**src/rtl/clkdiv_controller_if.sv**
```systemverilog
// Configuration handshake bundle for clkdiv_controller: divide value offer plus burst length.
interface clkdiv_controller_if #(
  parameter int DIV_W = 16,
  parameter int CNT_W = 8
);
  logic             cfg_valid;
  logic             cfg_ready;
  logic [DIV_W-1:0] cfg_div;
  logic [CNT_W-1:0] cfg_count;

  modport master (
    output cfg_valid,
    output cfg_div,
    output cfg_count,
    input  cfg_ready
  );

  modport slave (
    input  cfg_valid,
    input  cfg_div,
    input  cfg_count,
    output cfg_ready
  );
endinterface

```
**src/rtl/clkdiv_controller.sv**
```systemverilog
// Clock-divider sequencing controller: glitch-free divide changes at period boundaries, free-run/burst, clean stop.
// Optional output periods_o is enabled by defining CLKDIV_CTRL_PERIOD_CNT_EN.
module clkdiv_controller #(
  parameter int DIV_W       = 16,
  parameter int CNT_W       = 8,
  parameter int DEFAULT_DIV = 4
) (
  input  logic                 in_clk_i,
  input  logic                 reset_i,
  clkdiv_controller_if.slave   cfg_if,
  input  logic                 start_i,
  input  logic                 stop_i,
  output logic                 out_clk_o,
  output logic                 tick_o,
  output logic                 busy_o,
  output logic                 done_o
`ifdef CLKDIV_CTRL_PERIOD_CNT_EN
  ,
  output logic [15:0]          periods_o
`endif
);

  localparam int DEF_DIV_SAFE = (DEFAULT_DIV < 1) ? 1 : DEFAULT_DIV;
  localparam logic [DIV_W-1:0] DEF_DIV = DIV_W'(DEF_DIV_SAFE);

  typedef enum logic [1:0] {
    IDLE     = 2'd0,
    RUN      = 2'd1,
    STOPPING = 2'd2
  } state_t;

  state_t           state_q, state_d;
  logic             outClk_q, outClk_d;
  logic             tick_q, tick_d;
  logic             busy_q, busy_d;
  logic             done_q, done_d;
  logic [DIV_W-1:0] cnt_q, cnt_d;
  logic [DIV_W-1:0] div_q, div_d;
  logic             pending_q, pending_d;
  logic [DIV_W-1:0] pendDiv_q, pendDiv_d;
  logic [CNT_W-1:0] remaining_q, remaining_d;
`ifdef CLKDIV_CTRL_PERIOD_CNT_EN
  logic [15:0]      periods_q, periods_d;
`endif

  logic capture;
  logic apply;
  logic boundary;
  logic lastPeriod;

  assign cfg_if.cfg_ready = ~pending_q;

  always_comb begin
    state_d     = state_q;
    outClk_d    = outClk_q;
    tick_d      = 1'b0;
    done_d      = 1'b0;
    cnt_d       = cnt_q;
    div_d       = div_q;
    pending_d   = pending_q;
    pendDiv_d   = pendDiv_q;
    remaining_d = remaining_q;
`ifdef CLKDIV_CTRL_PERIOD_CNT_EN
    periods_d   = periods_q;
`endif
    apply       = 1'b0;
    boundary    = 1'b0;
    lastPeriod  = 1'b0;
    capture     = cfg_if.cfg_valid && !pending_q;

    unique case (state_q)
      IDLE: begin
        outClk_d = 1'b0;
        cnt_d    = '0;
        apply    = pending_q;
        if (start_i) begin
          state_d     = RUN;
          remaining_d = cfg_if.cfg_count;
`ifdef CLKDIV_CTRL_PERIOD_CNT_EN
          periods_d   = '0;
`endif
        end
      end

      RUN, STOPPING: begin
        if (cnt_q == div_q - DIV_W'(1)) begin
          cnt_d    = '0;
          outClk_d = ~outClk_q;
          tick_d   = ~outClk_q;
          boundary = outClk_q;
        end else begin
          cnt_d = cnt_q + DIV_W'(1);
        end

        // A stop seen on a boundary edge is latched for the following period, never the one just ended.
        if (state_q == RUN && stop_i) begin
          state_d = STOPPING;
        end

        if (boundary) begin
          apply = pending_q;
`ifdef CLKDIV_CTRL_PERIOD_CNT_EN
          if (periods_q != 16'hFFFF) begin
            periods_d = periods_q + 16'd1;
          end
`endif
          if (remaining_q != '0) begin
            remaining_d = remaining_q - CNT_W'(1);
          end
          lastPeriod = (remaining_q == CNT_W'(1)) || (state_q == STOPPING);
          if (lastPeriod) begin
            state_d = IDLE;
            done_d  = 1'b1;
          end
        end
      end

      default: begin
        state_d  = IDLE;
        outClk_d = 1'b0;
        cnt_d    = '0;
      end
    endcase

    // apply and capture are exclusive: apply needs pending set, capture needs it clear.
    if (apply) begin
      div_d     = pendDiv_q;
      pending_d = 1'b0;
    end
    if (capture) begin
      pendDiv_d = (cfg_if.cfg_div == '0) ? DIV_W'(1) : cfg_if.cfg_div;
      pending_d = 1'b1;
    end

    busy_d = (state_d != IDLE);
  end

  always_ff @(posedge in_clk_i or posedge reset_i) begin
    if (reset_i) begin
      state_q     <= IDLE;
      outClk_q    <= 1'b0;
      tick_q      <= 1'b0;
      busy_q      <= 1'b0;
      done_q      <= 1'b0;
      cnt_q       <= '0;
      div_q       <= DEF_DIV;
      pending_q   <= 1'b0;
      pendDiv_q   <= DEF_DIV;
      remaining_q <= '0;
`ifdef CLKDIV_CTRL_PERIOD_CNT_EN
      periods_q   <= '0;
`endif
    end else begin
      state_q     <= state_d;
      outClk_q    <= outClk_d;
      tick_q      <= tick_d;
      busy_q      <= busy_d;
      done_q      <= done_d;
      cnt_q       <= cnt_d;
      div_q       <= div_d;
      pending_q   <= pending_d;
      pendDiv_q   <= pendDiv_d;
      remaining_q <= remaining_d;
`ifdef CLKDIV_CTRL_PERIOD_CNT_EN
      periods_q   <= periods_d;
`endif
    end
  end

  assign out_clk_o = outClk_q;
  assign tick_o    = tick_q;
  assign busy_o    = busy_q;
  assign done_o    = done_q;
`ifdef CLKDIV_CTRL_PERIOD_CNT_EN
  assign periods_o = periods_q;
`endif

endmodule
```
**src/flat_wrapper.sv**
```systemverilog
// flat-port wrapper written by rule: the top's interface ports become plain ports
module clkdiv_controller_flat 
#(
  parameter int DIV_W       = 16,
  parameter int CNT_W       = 8,
  parameter int DEFAULT_DIV = 4
)
  (in_clk_i, reset_i, start_i, stop_i, out_clk_o, tick_o, busy_o, done_o, cfg_if_cfg_valid, cfg_if_cfg_div, cfg_if_cfg_count, cfg_if_cfg_ready);
  clkdiv_controller_if #(.DIV_W(DIV_W), .CNT_W(CNT_W)) cfg_if_i ();
  input  logic in_clk_i;
  input  logic reset_i;
  input  logic start_i;
  input  logic stop_i;
  output logic out_clk_o;
  output logic tick_o;
  output logic busy_o;
  output logic done_o;
  input wire logic [$bits(cfg_if_i.cfg_valid)-1:0] cfg_if_cfg_valid;
  input wire logic [$bits(cfg_if_i.cfg_div)-1:0] cfg_if_cfg_div;
  input wire logic [$bits(cfg_if_i.cfg_count)-1:0] cfg_if_cfg_count;
  output wire logic [$bits(cfg_if_i.cfg_ready)-1:0] cfg_if_cfg_ready;
  assign cfg_if_i.cfg_valid = cfg_if_cfg_valid;
  assign cfg_if_i.cfg_div = cfg_if_cfg_div;
  assign cfg_if_i.cfg_count = cfg_if_cfg_count;
  assign cfg_if_cfg_ready = cfg_if_i.cfg_ready;
  clkdiv_controller #(.DIV_W(DIV_W), .CNT_W(CNT_W), .DEFAULT_DIV(DEFAULT_DIV)) u_core (.in_clk_i(in_clk_i), .reset_i(reset_i), .cfg_if(cfg_if_i), .start_i(start_i), .stop_i(stop_i), .out_clk_o(out_clk_o), .tick_o(tick_o), .busy_o(busy_o), .done_o(done_o));
endmodule
```
**config.mk**
```make
export PLATFORM = sky130hd
export DESIGN_NAME = clkdiv_controller_flat
export DESIGN_NICKNAME = d
export VERILOG_FILES = /design/src/rtl/clkdiv_controller_if.sv /design/src/rtl/clkdiv_controller.sv /design/src/flat_wrapper.sv
export SDC_FILE = /design/constraint.sdc
export NUM_CORES = 1
export LEC_CHECK = 0
export ABC_AREA = 0
export CAP_MARGIN = 20
export CORE_UTILIZATION = 58
export DETAILED_ROUTE_END_ITERATION = 8
export GPL_TIMING_DRIVEN = 0
export PLACE_DENSITY = 0.91
export SYNTH_ARGS = -nofsm -noshare
export SYNTH_HDL_FRONTEND = slang
export SYNTH_SLANG_ARGS = --single-unit
```
**constraint.sdc**
```tcl
create_clock -name in_clk_i -period 4 [get_ports in_clk_i]
set_clock_uncertainty 0.05 [all_clocks]
set_input_delay 0.8 -clock in_clk_i [delete_from_list [all_inputs] [get_ports in_clk_i]]
set_output_delay 0.8 -clock in_clk_i [all_outputs]
set_load 0.02 [all_outputs]
```
# Word-level counts from Yosys, hierarchy flattened
# Cells that the tools add are included.
totals:
  regBits: 63
  inputBits: 29
  output_inout_bits: 5
  elab_cells: 60
op_classes:
  n_addsub: 3
  n_eq_ne: 8
  muxes: 25
  n_bitwise: 2
  reduce_logical: 12
op_table:
  columns: ["operator", "count"]
  rows:
  - ["$mux 16", 3]
  - ["$mux 8", 3]
  - ["$add 16x1->16 const B", 1]
  - ["$eq 16x16->1", 1]
  - ["$logic_not 16->1", 1]
  - ["$pmux 8 s2", 1]
  - ["$sub 16x1->16 const B", 1]
  - ["$mux 1", 12]
  - ["$eq 8x1->1 const B", 1]
  - ["$mux 2", 4]
  - ["$reduce_bool 8->1", 1]
  - ["$sub 8x1->8 const B", 1]
  - ["$ne 2x1->1 const B", 3]
  - ["$reduce_bool 2->1", 3]
  - ["$pmux 2 s2", 1]
  - ["$reduce_and 4->1", 1]
  - ["$eq 2x1->1 const B", 1]
  - ["$eq 2x2->1 const B", 1]
  - ["$logic_and 1x1->1", 2]
  - ["$logic_not 2->1", 1]
  - ["$ne 2x2->1 const B", 1]
  - ["$not 1->1", 2]
  - ["$pmux 1 s2", 1]
  - ["$reduce_or 2->1", 1]
  - ["2 further kinds", 2]

# Depth between registers and ports, before layout
# Gate-level depths: netlist of run 1.
logic_depth:
  depth_word: 8
  depth_mapped: 12
  mapped_depth_nobuf: 10

# Least setup slack after synthesis of run 1
# No wires, ideal clock.
synth_path:
  path_kind: "reg-to-reg"
  start: "reg u_core.div_q[0]"
  end: "reg u_core.div_q[0]"
  setup_time_ps: 125
  arrival_ps: 3045
  required_ps: 3825
  setup_slack_ps: 780
  stages_incl_launch_ff: 12
  n_path_buf: 2
  synth_period_minus_slack_ps: 3220
  cell_sequence: "dfrtp_1 > inv_1 > ha_1 > or4b_4 > or3_4 > a2111oi_4 > nand4bb_4 > nor3_2 > o211a_1 > buf_6 > buf_12 > mux2_4"
synth_via:
  elab_chain_len: 6
synth_lines:
  columns: ["item", "line", "rtl"]
  rows:
  - ["from (decl)", "clkdiv_controller.sv:38", "logic [DIV_W-1:0] div_q, div_d;"]
  - ["from (signal assigned)", "clkdiv_controller.sv:160", "div_q <= div_d;"]
  - ["$sub 16x1->16", "clkdiv_controller.sv:86", "if (cnt_q == div_q - DIV_W'(1)) begin"]
  - ["$eq 16x16->1", "clkdiv_controller.sv:86", null]
  - ["$mux 1", "clkdiv_controller.sv:86", null]
  - ["$mux 1", "clkdiv_controller.sv:71", "unique case (state_q)"]
  - ["$mux 1", "clkdiv_controller.sv:100", "if (boundary) begin"]
  - ["$pmux 1 s2", "clkdiv_controller.sv:71", null]
# Every way passes these cells. The select of a mux whose other input is x is not followed.
# A chain may end at the register's enable or synchronous reset.

# Final worst setup path of run 1
layout_path:
  start: "reg u_core.div_q[0]"
  end: "reg u_core.div_q[14]"
# The elaborated chain is that of the path after synthesis.

==> results of run 1 <==
## worst max path at each step
stage	from	end	slack (ps)	depth (start not counted)
after floorplan	u_core.div_q[0]	u_core.div_q[0]	780	11
after global placement	reset_i	u_core.cnt_q[12]	560	2
after detailed placement	u_core.div_q[0]	u_core.div_q[5]	460	11
after CTS	u_core.div_q[0]	u_core.div_q[14]	430	11
after global routing	u_core.div_q[0]	u_core.div_q[14]	280	11
final	u_core.div_q[0]	u_core.div_q[14]	430	11
## critical path, stage by stage, from the launching register on
cell	delay (ps)
dfrtp_1	460
inv_1	90
ha_1	270
or4b_4	550
or3_4	400
a2111oi_4	410
nand4bb_4	190
nor3_2	240
o211a_1	180
buf_6	150
buf_12	150
mux2_4	310
## per-layer routing
layer  vias to the layer above  share of wire (%)  global-route usage (%)
li1                       1319                  -                       -
met1                      1368                 42                    34.4
met2                        84                 50                    46.3
met3                        25                4.2                    6.52
met4                         0                3.3                    14.8
met5                         -                  0                       0
## sequential cells by signal, summed over array words and instances, names as in the netlist
signal and cells:
u_core.busy_o 1, u_core.state_q 2, u_core.out_clk_o 1, u_core.pending_q 1
u_core.remaining_q 8, u_core.done_o 1, u_core.tick_o 1, u_core.pendDiv_q 16
u_core.div_q 16, u_core.cnt_q 16
## through the flow
| step | instance area, µm² | setup slack (ps) | power, mW | instances | utilization, % |
|---|---|---|---|---|---|
| floorplan | 3630 | 780 | 0.810 | 343 | - |
| global placement | 4050 | 557 | 0.857 | 451 | 67.6 |
| detailed placement | 4070 | 457 | 0.874 | 452 | 67.9 |
| CTS | 4320 | 426 | 1.55 | 468 | 72.0 |
| global route | 4320 | 284 | 1.60 | 468 | 72.0 |
| finish | 4320 | 431 | 1.55 | 468 | 72.0 |
## synthesized netlist by cell type (4+ instances only)
cell type,count,area [µm²]
o21ai_0,10,50.1
dfrtp_1,61,1530
nor4_1,8,50.1
and3_1,6,37.5
a21oi_1,8,40.0
nand4b_1,4,35.0
nand3b_1,4,30.0
inv_1,13,48.8
clkbuf_1,5,18.8
nand2_1,18,67.6
nand3_1,13,65.1
xnor2_1,15,131
ha_1,8,100
nor3_1,19,95.1
nor2_1,37,139
mux2_4,10,150
mux2_2,21,236
xor2_1,21,184
## logic make-up (layout without fill, tap and decap cells)
group	after synthesis	count (layout)	synth area share [%]
AOI/OAI and AO/OA	41	41	8.56
xor gates and xnor gates	36	36	8.70
adders and majority gates	8	8	2.76
buffers and inverters	26	76	3.66
DFF	63	63	43.5
muxes	34	34	11.5
and+or+nand+nor	135	135	21.3
## power groups by stage
stage	Sequential [mW]	Clock, mW	Combinational [mW]
after floorplan	0.736	0	0.0739
after global placement	0.746	0	0.111
after detailed placement	0.753	0	0.121
after CTS	0.741	0.690	0.123
after global routing	0.749	0.716	0.132
final	0.742	0.688	0.121
## final cells by class
cell class	instances	area share (%)
clock inverter	7	2.81
inverter	14	1.22
timing repair buffer	34	8.12
sequential	63	36.6
clock buffer	9	2.87
multi-input combinational	254	44.4
tap	75	2.17
buffer	12	1.86
==> out/qor.yml, run 1 <==
status: "completed"
drtAntennaViolNets: 0
critical_path_arrival_ps: 3760
cts_setup_buffers: 0
num-fill-cells: 369
routedWlPerCell_um: 17.3
register_area_um2: 1580
htreeDepth: 3
switching_power_mw: 0.355
antennaDiodeCount: 0
grt_pass1_vias: 2750
die_area_um2: 6570
synth_cell_types: 64
synthFlopType: "dfrtp_1"
tns_ps: 0
holdPathEnd: "u_core.pendDiv_q[14]"
grt-ovfl-total: 0
hold_depth: 1
finalCriticalPeriod_ps: 3570
power_density_nw_per_um2: 359
gp_congestion: 0.874
drc: 0
rrSetupSlack_ps: 430
num_rows: 28
hold_path.class: "flip-flop to flip-flop"
swShare_pct: 22.9
cap_violations: 0
chipHeight_um: 81.1
period_share_pct: 89.2
final-hold-violation-count: 0
maxSlewHeadroom_pct: 52.1
crit_required_ps: 4190
clockBufferDepth: 2
rsz0062_at_grt: "false"
mostFrequentLayoutCells: "61 x dfrtp_1, 37 x nor2_1, 33 x clkdlybuf4s50_1"
io_pins: 34
crit_path_max_fanout: 10
syn_area_per_cell_um2: 10.6
port_buffers: 33
ys_warn_count: 0
clock_sinks: 63
fin_hold_ws_ps: 461
postCtsHoldBufs: 0
clkPwrFrac_pct: 44.3
ctsResizeCount: 0
endpoint_kind: "flip-flop"
cts_tree: "yes"
hp-start: "u_core.pendDiv_q[14]"
ys_async_sr_fraction_pct: 100
multi_input_area_um2: 1910
combPwrFrac_pct: 7.8
finalWirelength_mm: 8.12
start_util_pct: 60.5
final_common_cell: "dfrtp_1"
hpwl_mm: 5.72
p_seq_share_pct: 47.9
critical_path_class: "flip-flop to flip-flop"
globalRouteTotalUtil_pct: 28.2
synth_edf_count: 0
clk_latency_ps: 350
die_x_um: 81.1
area_growth_pct: 19.0
drv_slew: 0
ys_ff_latch: 63
viasPerCell: 5.97
drtIter0Drc: 259
max_freq_ghz: 0.280
synthCells: 343
start_kind: "flip-flop"
grt_max_degree: 38
r2r_end: "u_core.div_q[14]"
p_leak_nw: 1.91
antenna_found_initial: 0
drive_above_1_share_pct: 18.8
vdd_drop_max_mv: 0.331
cts_root_buffer: "clkbuf_8"
core_area_um2: 5990
drtPass1Iterations: 4
worstRegToRegCells: 11
yosysSeqAreaShare_pct: 43.5
timing.rr.start: "u_core.div_q[0]"
vias: 2796
tightest_slew_ps: 712
clk_pin_slew_worst_paths_ps: 70
final_nets: 425
p_int_mw: 1.20
report.final.setup_viol: 0
syn_nets: 380
synth_area_um2: 3630
numCtsBuffers: 9
grt_pass1_wl_mm: 13.4
Note: power is estimated with default switching activity, not from simulation.
==> inputs of run 2 (changes only) <==
--- a/config.mk
+++ b/config.mk
@@ -8,9 +8,11 @@
 export ABC_AREA = 0
 export CAP_MARGIN = 20
 export CORE_UTILIZATION = 58
+export CTS_BUF_LIST = sky130_fd_sc_hd__clkbuf_8 sky130_fd_sc_hd__clkbuf_16
 export DETAILED_ROUTE_END_ITERATION = 8
 export GPL_TIMING_DRIVEN = 0
 export PLACE_DENSITY = 0.91
+export SLEW_MARGIN = 10
 export SYNTH_ARGS = -nofsm -noshare
 export SYNTH_HDL_FRONTEND = slang
 export SYNTH_SLANG_ARGS = --single-unit
==> run 2 against run 1 <==
Clock power shrank 29%. Power fell by 13%. Routed wire length shrank 4.1%. Core utilization is 1.5 points lower. Cell count is 0.21% lower. Sequential share of layout area is 0.77 points higher. Critical path type unchanged.
==> out/qor.yml, run 2 (synthesis gave the netlist of run 1 again) <==
status: "completed"
drc: 0
crit_required_ps: 4180
grtUsageMet3_pct: 5.96
viasPerCell: 6.11
vdd_drop_max_mv: 0.290
cap_violations: 0
finalWirelength_mm: 7.78
num-fill-cells: 403
drtIter0Drc: 297
cts_tree: "yes"
rrSetupSlack_ps: 460
reg.largest.list: "u_core.cnt_q (16), u_core.div_q (16), u_core.pendDiv_q (16)"
max_freq_ghz: 0.282
gr-max-usage-layer: "met2"
start_util_pct: 60.5
report.final.setup_viol: 0
start_kind: "flip-flop"
critPathLaunch: "u_core.div_q[0]"
multi_input_area_um2: 1910
die_area_um2: 6570
io_pins: 34
ctsResizeCount: 0
crit_path_end: "u_core.div_q[1]"
register_area_um2: 1580
core_area_um2: 5990
rsz0062_at_grt: "false"
power_density_nw_per_um2: 319
gp_congestion: 0.874
postCtsHoldBufs: 0
use_met1_pct: 34.9
maxSlewHeadroom_pct: 49.4
final-hold-violation-count: 0
clock_sinks: 63
clk_pin_slew_worst_paths_ps: 70
p_leak_nw: 1.86
finalCriticalPeriod_ps: 3540
place_worst_setup_slack_ps: 493
critical_path_class: "flip-flop to flip-flop"
grt-ovfl-total: 0
area_growth_pct: 16.6
grt_max_degree: 64
cts_root_buffer: "clkbuf_8"
worstRegToRegCells: 11
cts_setup_buffers: 0
critical_path_arrival_ps: 3720
vias: 2853
port_buffers: 33
drv_slew: 0
routedWlPerCell_um: 16.7
drtAntennaViolNets: 0
mostFrequentLayoutCells: "61 x dfrtp_1, 37 x nor2_1, 33 x clkdlybuf4s50_1"
hold_path.class: "flip-flop to flip-flop"
final_nets: 424
clk_latency_ps: 360
numCtsBuffers: 9
clockBufferDepth: 2
tightest_slew_ps: 759
setup_slack_ps: 456
tns_ps: 0
die_x_um: 81.1
period_share_pct: 88.6
endpoint_kind: "flip-flop"
globalRouteTotalUtil_pct: 27.0
chipHeight_um: 81.1
use_met2_pct: 42.9
hpwl_mm: 5.51
grt_pass1_wl_mm: 13.0
grt_pass1_vias: 2707
num_rows: 28
crit_path_max_fanout: 10
antenna_found_initial: 0
r2r_end: "u_core.div_q[1]"
htreeDepth: 3
drtPass1Iterations: 5
fin_hold_ws_ps: 456
timing.rr.start: "u_core.div_q[0]"
drive_above_1_share_pct: 18.6
finalNonFillerCells: 467
dp_cells: 451
final_common_cell: "dfrtp_1"
antennaDiodeCount: 0
## run 2: changes by cell type in the layout (fill, tap and decap cells not counted)
cell and change:
buf_12 -1, bufinv_16 -3, clkinv_2 +1, clkinv_4 -1, clkinvlp_4 +3, inv_2 -1
inv_4 +1
## run 2: per-stage QoR
stage                     instance area, µm²  utilization (%)  power (mW)
final                                   4230             70.6        1.35
after global routing                    4230             70.6        1.40
after CTS                               4230             70.6        1.35
after detailed placement                4050             67.6       0.869
after global placement                  4050             67.6       0.857
after floorplan                         3630                -       0.810
## run 2: layout make-up
class / instances / share of cell area [%]
buffer: 12 / 1.89
tap: 75 / 2.22
sequential: 63 / 37.4
timing repair buffer: 33 / 7.82
clock inverter: 7 / 1.18
clock buffer: 9 / 2.93
multi-input combinational: 254 / 45.3
inverter: 14 / 1.30
## run 2: worst max-delay path: stages, from the launching register on
cell       delay (ps)
dfrtp_1           460
inv_1              90
ha_1              260
or4b_4            540
or3_4             400
a2111oi_4         410
nand4bb_4         190
nor3_2            240
o211a_1           170
buf_6             140
buf_12            150
mux2_4            310
## run 2: report_power, final
group | leakage (nW) | internal [mW] | total, mW | switching [mW]
clock | 0.0812 | 0.224 | 0.490 | 0.266
sequential | 0.804 | 0.703 | 0.742 | 0.0388
combinational | 0.975 | 0.0754 | 0.118 | 0.0422
## run 2: worst min path at each step
stage | from | endpoint | cells after the start
3_3_place_gp | u_core.pendDiv_q[3] | u_core.div_q[3] | 1
4_1_cts | u_core.pendDiv_q[5] | u_core.div_q[5] | 1
2_1_floorplan | u_core.pendDiv_q[10] | u_core.pendDiv_q[10] | 1
6_report | u_core.pendDiv_q[5] | u_core.div_q[5] | 1
3_5_place_dp | u_core.pendDiv_q[7] | u_core.div_q[7] | 1
5_1_grt | u_core.pendDiv_q[15] | u_core.div_q[15] | 1
## run 2: per-layer routing
layer	vias up	routed length [µm]
li1	1320	-
met1	1370	3200
met2	129	3800
met3	34	504
met4	0	279
met5	-	0
==> inputs of run 3 (changes only) <==
--- a/config.mk
+++ b/config.mk
@@ -10,8 +10,9 @@
 export CORE_UTILIZATION = 58
 export CTS_BUF_LIST = sky130_fd_sc_hd__clkbuf_8 sky130_fd_sc_hd__clkbuf_16
 export DETAILED_ROUTE_END_ITERATION = 8
+export GPL_ROUTABILITY_DRIVEN = 0
 export GPL_TIMING_DRIVEN = 0
-export PLACE_DENSITY = 0.91
+export PLACE_DENSITY_LB_ADDON = 0.12
 export SLEW_MARGIN = 10
 export SYNTH_ARGS = -nofsm -noshare
 export SYNTH_HDL_FRONTEND = slang
==> run 3 against run 2 <==
Sequential share of layout area fell by 0.42 points. Cell count did not move. First-iteration DRC count fell by 16%. Die area did not move. Routed wire length fell by 8.3%. Clock power rose by 26%. Cell area rose by 1.1%. Sequential cell count did not move. Fmax rose by 0.61%. Register-to-register slack improved by 20 ps. Critical path depth did not move. Largest cell class unchanged.
==> out/qor.yml, run 3 (synthesis gave the netlist of run 1 again) <==
start_kind: "flip-flop"
grt_pass1_vias: 2486
port_buffers: 33
final_nets: 424
drtPass1Iterations: 4
cts_setup_buffers: 0
critical_path_class: "flip-flop to flip-flop"
mostFrequentLayoutCells: "61 x dfrtp_1, 37 x nor2_1, 33 x clkdlybuf4s50_1"
rsz0062_at_grt: "false"
hp-start: "u_core.pendDiv_q[6]"
finalCriticalPeriod_ps: 3520
p_int_mw: 1.13
finalWirelength_mm: 7.14
place_worst_setup_slack_ps: 516
worstRegToRegCells: 11
path_cells: "inv_1 -> ha_1 -> or4b_4 -> or3_4 -> a2111oi_4 -> nand4bb_4 -> nor3_2 -> o211a_1 -> buf_6 -> buf_12 -> mux2_4"
numCtsBuffers: 9
reg.largest.list: "u_core.cnt_q (16), u_core.div_q (16), u_core.pendDiv_q (16)"
htreeDepth: 3
timing.rr.start: "u_core.div_q[0]"
clk_latency_ps: 350
globalRouteTotalUtil_pct: 24.3
fin_hold_ws_ps: 456
grt_max_degree: 64
area_growth_pct: 17.9
crit_buf_inv: 3
antennaDiodeCount: 0
critical_path_arrival_ps: 3700
placed_area_um2: 4050
hpwl_mm: 5.16
tightest_slew_ps: 773
start_util_pct: 60.5
crit_path_max_fanout: 10
period_share_pct: 88.1
hold_path.class: "flip-flop to flip-flop"
drive_above_1_share_pct: 18.6
final-hold-violation-count: 0
maxSlewHeadroom_pct: 48.5
drc: 0
hold_depth: 1
p_seq_share_pct: 50.1
grt_pass1_wl_mm: 11.8
cap_violations: 0
report.final.setup_viol: 0
cts_tree: "yes"
setup_slack_ps: 477
drv_slew: 0
combPwrFrac_pct: 7.8
ctsResizeCount: 0
clk_pin_slew_worst_paths_ps: 70
vdd_drop_max_mv: 0.316
final_common_cell: "dfrtp_1"
core_area_um2: 5990
cpPeakStageDelay_ps: 540
grt-ovfl-total: 0
die_x_um: 81.1
clock_sinks: 63
status: "completed"
swShare_pct: 23.2
cts_root_buffer: "clkbuf_8"
drtAntennaViolNets: 0
num_rows: 28
clkPwrFrac_pct: 42.0
power_density_nw_per_um2: 344
critPathLaunch: "u_core.div_q[0]"
chipHeight_um: 81.1
die_area_um2: 6570
max_freq_ghz: 0.284
num-fill-cells: 440
switching_power_mw: 0.342
r2r_end: "u_core.div_q[1]"
rrSetupSlack_ps: 480
viasPerCell: 5.74
clockBufferDepth: 2
cp_slowest_cell: "or4b_4"
tns_ps: 0
p_leak_nw: 1.88
routedWlPerCell_um: 15.3
drtIter0Drc: 249
crit_family: "simple AND/OR/NAND/NOR gates"
vias: 2681
postCtsHoldBufs: 0
antenna_found_initial: 0
endpoint_kind: "flip-flop"
crit_required_ps: 4180
stdcell_area_um2: 4270
io_pins: 34
holdPathEnd: "u_core.div_q[6]"
[run 3: per-layer routing]
| layer | track usage (%) | vias to the layer above | wire, µm |
|---|---|---|---|
| met3 | 4.83 | 12 | 322 |
| met2 | 35.0 | 72 | 3210 |
| met5 | 0 | - | 0 |
| li1 | - | 1323 | - |
| met4 | 10.9 | 0 | 145 |
| met1 | 35.2 | 1274 | 3460 |
[run 3: worst max-delay path by stage]
stage                        to  slack [ps]  cells after the start
2_1_floorplan   u_core.div_q[0]         780                     11
3_3_place_gp   u_core.cnt_q[12]         460                      2
3_5_place_dp    u_core.div_q[1]         520                     11
4_1_cts         u_core.div_q[1]         480                     11
5_1_grt         u_core.div_q[4]         360                     11
6_report        u_core.div_q[1]         480                     11
[run 3: area by class of cell]
| cell class | instances | area, µm² | share of cell area [%] |
|---|---|---|---|
| sequential | 63 | 1580 | 36.9 |
| multi-input combinational | 254 | 1910 | 44.8 |
| tap | 75 | 93.8 | 2.20 |
| clock buffer | 9 | 124 | 2.90 |
| inverter | 14 | 55.1 | 1.29 |
| clock inverter | 7 | 97.6 | 2.28 |
| buffer | 12 | 80.1 | 1.87 |
| timing repair buffer | 33 | 330 | 7.73 |
[run 3: through the flow]
step | power (mW) | std cells | utilization, %
global placement | 0.857 | 451 | 67.6
CTS | 1.49 | 467 | 71.3
detailed placement | 0.865 | 451 | 67.6
floorplan | 0.810 | 343 | -
finish | 1.47 | 467 | 71.3
global route | 1.53 | 467 | 71.3
[run 3: power groups by stage]
stage               clock (mW)  sequential, mW  combinational, mW
floorplan                    0           0.736             0.0739
global placement             0           0.745              0.112
global route             0.656           0.746              0.129
CTS                      0.630           0.738              0.118
finish                   0.618           0.738              0.115
detailed placement           0           0.750              0.115
